### config.mk
export PLATFORM = sky130hd
export DESIGN_NAME = esm_slot_scheduler
export DESIGN_NICKNAME = d
export VERILOG_FILES = /design/src/rtl/esm_slot_scheduler.sv
export SDC_FILE = /design/constraint.sdc
export NUM_CORES = 1
export LEC_CHECK = 0
export ABC_AREA = 0
export CORE_MARGIN = 2
export CORE_UTILIZATION = 60
export DETAILED_ROUTE_END_ITERATION = 16
export MAX_ROUTING_LAYER = met4
export PLACE_DENSITY = 0.77
export SYNTH_ARGS = -nofsm -noshare
export SYNTH_HDL_FRONTEND = slang
export SYNTH_SLANG_ARGS = --single-unit
### constraint.sdc
create_clock -name clk -period 11 [get_ports clk]
set_input_delay 3.3 -clock clk [delete_from_list [all_inputs] [get_ports clk]]
set_output_delay 3.3 -clock clk [all_outputs]
set_load 0.005 [all_outputs]
### src/rtl/esm_slot_scheduler.sv
// ESM buffer-pool slot allocator: free bitmap, rotating-priority pick (LFSR offset, or rr_ptr with ESM_ROUND_ROBIN_EN).
// Latency: alloc_req sampled in IDLE -> alloc_gnt two edges later; at most one grant per 3 cycles.
// Backpressure: alloc_req is ignored while no slot is free; releases are accepted every cycle.
module esm_slot_scheduler #(
    parameter int          bs   = 16,
    parameter logic [31:0] SEED = 32'hACE1_2B3D
) (
    input  logic                  clk,
    input  logic                  rst,
    input  logic                  alloc_req,
    output logic                  alloc_gnt,
    output logic [$clog2(bs)-1:0] alloc_idx,
    input  logic                  rel_valid,
    input  logic [$clog2(bs)-1:0] rel_idx,
    output logic [bs-1:0]         ready_positions,
    output logic [$clog2(bs):0]   free_count,
    output logic                  full,
    output logic                  err
);
    localparam int          IW        = $clog2(bs);
    localparam logic [31:0] LFSR_TAPS = 32'h8020_0003;

    localparam logic [1:0] S_IDLE   = 2'd0;
    localparam logic [1:0] S_SELECT = 2'd1;
    localparam logic [1:0] S_GRANT  = 2'd2;

    logic [1:0]    state;
    logic [bs-1:0] free_mask;
    logic [bs-1:0] mask_nxt;
    logic [31:0]   lfsr;
    logic [IW-1:0] offset;
    logic [IW-1:0] start_pos;
    logic [IW-1:0] sel_idx;
    logic [IW-1:0] cand;
    logic          found;

`ifdef ESM_ROUND_ROBIN_EN
    logic [IW-1:0] rr_ptr;

    always_ff @(posedge clk or posedge rst) begin
        if (rst) begin
            rr_ptr <= '0;
        end else if (state == S_GRANT) begin
            rr_ptr <= alloc_idx + 1'b1;
        end
    end

    assign start_pos = rr_ptr;
`else
    assign start_pos = lfsr[IW-1:0];
`endif

    assign alloc_gnt       = (state == S_GRANT);
    assign ready_positions = free_mask;
    assign full            = ~|free_mask;

    always_comb begin
        free_count = '0;
        for (int i = 0; i < bs; i++) begin
            free_count = free_count + (IW+1)'(free_mask[i]);
        end
    end

    // First free slot at offset, offset+1, ... wrapping; index arithmetic wraps since bs is a power of two.
    always_comb begin
        sel_idx = offset;
        cand    = offset;
        found   = 1'b0;
        for (int i = 0; i < bs; i++) begin
            cand = offset + IW'(i);
            if (!found && free_mask[cand]) begin
                sel_idx = cand;
                found   = 1'b1;
            end
        end
    end

    // A release of an already-free slot (including the one being granted) never touches the mask.
    always_comb begin
        mask_nxt = free_mask;
        if (rel_valid && !free_mask[rel_idx]) begin
            mask_nxt[rel_idx] = 1'b1;
        end
        if (state == S_GRANT) begin
            mask_nxt[alloc_idx] = 1'b0;
        end
    end

    always_ff @(posedge clk or posedge rst) begin
        if (rst) begin
            state     <= S_IDLE;
            free_mask <= '1;
            lfsr      <= SEED;
            offset    <= '0;
            alloc_idx <= '0;
            err       <= 1'b0;
        end else begin
            lfsr      <= lfsr[0] ? ((lfsr >> 1) ^ LFSR_TAPS) : (lfsr >> 1);
            free_mask <= mask_nxt;
            if (rel_valid && free_mask[rel_idx]) begin
                err <= 1'b1;
            end
            case (state)
                S_IDLE: begin
                    if (alloc_req && (|free_mask)) begin
                        offset <= start_pos;
                        state  <= S_SELECT;
                    end
                end
                S_SELECT: begin
                    alloc_idx <= sel_idx;
                    state     <= S_GRANT;
                end
                S_GRANT: begin
                    state <= S_IDLE;
                end
                default: begin
                    state <= S_IDLE;
                end
            endcase
        end
    end
endmodule

==> metrics.csv <==
metric,value,unit
Vert. Die Dim,94.1,microns
Port Buf Inserts,35,
crit path from,ready_positions[5],
Crit Path Category,register to output pin,
"CTS clk-pin slew, worst paths",70,ps
Seq cells post-synth,59,
Synth area leaders,"dfstp_2, dfrtp_1, mux4_2, fa_1, mux2i_1",
TritonCTS clock tree,built,
vias in the first global route,3834,
post-synthesis cell count,461,
final worst path period need,7690,ps
Remaining DRCs,0,
Critical Path Fanout Max,10,
Via-to-Cell Ratio,6.59,
crit end category,output pin,
outcome,"complete, no violations",
final worst-path cycle share,69.9,%
largest net degree at the start of global routing,60,
Post-Layout Cell Count,597,
post-synth top area cell,dfstp_2,
"Seq/Total Area, Yosys",31.2,%
Antenna Violating Nets Remaining,0,
fin. max-slew vios,0,
"commonest cells after routing, fill and taps aside","nand2_1, a21oi_1, clkdlybuf4s50_1, inv_1, dfstp_2",
pwr dens,411,nW/um^2
H-tree Lvls,3,
Total GRT Usage,31.0,%
Fin Setup TNS,0,ps
ys flop type,dfstp_2,
Async SR Flop Fraction,100,%
Clock Skews,9.98,ps
relative slew slack,42.8,%
layout cells sized above 1,24.0,%
slowest CP cell,dfstp_2,
Int Power,1.31,mW
Seq pwr share,17.6,%
cts bufs inserted,9,
final hold vios,0,
CTS Sinks,59,
Synth Warn #,0,
DR vias,3935,
Synth Area in XOR/XNOR,3.52,%
synthesized area,4870,sq um
Slew @ Worst Pin,834,ps
largest family of logic cells by synthesized area,multiplexers,
post-CTS setup buffer count,0,
Synth Net Count,492,
post_cts resized,0,
# IOs,36,
Unique masters post-synth,79,
die area,8850,sq um
Syn Area/Cell,10.6,sq um
antenna cells,0,
Worst Path Buf+Inv,4,
Max clock buf depth,2,
combinational share of power,72.8,%
DRT Pass-1 Iters,5,
Layout area overhead,12.1,%
post-synthesis mux area share,23.4,%
maximum clock frequency,130,MHz
Post-synth EDFFs,0,
"Largest stage delay, worst path",640,ps
flop2flop setup slack,6540,ps
crit-path cells,"inv_1, fa_1, fa_1, fa_1, fa_1, inv_1, ha_1, inv_1, fa_1, nor2b_1, o21a_1, clkdlybuf4s50_1",
CORE AREA,7810,sq um
Die W,94.1,microns
first-pass GRT wire length,20100,microns
Clock Root Buffer,clkbuf_8,
Clk pwr share,9.6,%
1st-iter DRT viols,354,
sw power,933,uW
Hold Crit Start,lfsr[9],
layout net count,521,
Cell Rows,32,
Synth Area in Simple Gates,13.8,%
"Core Util, Final",69.9,%
GRT Residual Overflow,0,
Final Wtd Congestion,1.01,
Post-Synth Adder-Cell Area,7.46,%
most numerous cell on the critical path,fa_1,
CTS Hold Bufs,0,
HPWL Detailed,9110,microns
"commonest non-fill, non-tap cell in the layout",nand2_1,
RSZ-0062 raised after global routing,no,
switching share of power,41.6,%
initial antenna violation count,0,
Yosys top cell area share,17.8,%
post-synthesis compound-gate area fraction,14.9,%
hold crit path type,register to register,
VDD IR max,0.658,mV
Crit path max-delay family,adder cells,
worst reg2reg startpoint,offset[2],
kind of start point of the critical path,register,
initial core utilization,62.3,%
max-cap violations,0,
post-placement cell count,581,
Worst Path Required,7700,ps
final number of setup-violating endpoints,0,
Static Leak,2.20,nW
wire per inst,21.1,microns
critical path arrival,4390,ps
DRT Wirelength,12600,microns
Clock Latency Late Sink,330,ps
==> cell families after synthesis <==
family / after synthesis
AND/OR/NAND/NOR: 122
AO/OA/AOI/OAI: 110
multiplexers: 72
flip-flops: 59
buffers and inverters: 58
adder cells (fa/ha/maj): 23
XOR/XNOR: 17
==> worst paths after layout <==
kind / end / depth (start not counted)
setup / recovery: free_count[4] / 12
max in group asynchronous: alloc_idx[3] / 3
setup reg to reg: alloc_idx[1] / 11
hold reg to reg: lfsr[8] / 0
hold / removal: lfsr[8] / 0
min in group asynchronous: lfsr[14] / 3
==> power by group through the flow <==
stage / Combinational (mW) / Clock (mW) / Sequential [mW]
6_report: 1.63 / 0.215 / 0.395
5_1_grt: 1.79 / 0.230 / 0.403
4_1_cts: 1.64 / 0.220 / 0.390
3_5_place_dp: 1.62 / 0 / 0.393
3_3_place_gp: 1.56 / 0 / 0.387
2_1_floorplan: 0.971 / 0 / 0.346
==> through the flow <==
stage	setup slack (ps)	cell area, sq um	total power, mW	hold WS (ps)
2_1_floorplan	4160	4870	1.32	331
3_3_place_gp	3730	5240	1.95	339
3_5_place_dp	3690	5240	2.01	338
4_1_cts	3300	5450	2.25	348
5_1_grt	3190	5450	2.42	361
6_report	3310	5450	2.24	350
==> metal layers <==
metal | GRT usage, % | part of all wire, %
met1 | 42.4 | 42
met2 | 45.6 | 47
met3 | 6.42 | 8.1
met4 | 12.7 | 2.9
met5 | - | 0
==> final cells by class <==
class | count | area, sq um
multi-input combinational | 344 | 3070
fill | 609 | 2350
sequential | 59 | 1520
timing repair buffer | 39 | 380
clock buffer | 12 | 145
inverter | 37 | 139
tap | 102 | 128
clock inverter | 4 | 73.8
==> cell usage after synthesis, types with 5 or more instances <==
cell type and instances:
fa_1 10, dfrtp_1 26, o22a_1 5, a21oi_1 37, clkbuf_1 9, xor2_1 7, mux2i_1 20, mux2_4 5
mux4_2 26, nor2_1 19, nand2_1 40, dfstp_2 33, nor4_1 6, xnor2_1 7, and3_1 5, o31ai_1 5
nor2b_1 7, inv_1 34, o21ai_0 15, nand2b_1 5, mux2_1 5, nor3_1 8, a31oi_1 12, mux2_2 11
nand3_1 5, ha_1 13
==> state kept, by name (all words and copies together) (netlist names) <==
name and flops:
lfsr 32, ready_positions 16, alloc_idx 4, offset 4
state 2, err 1
No activity file was read; power rests on OpenSTA's default activity.
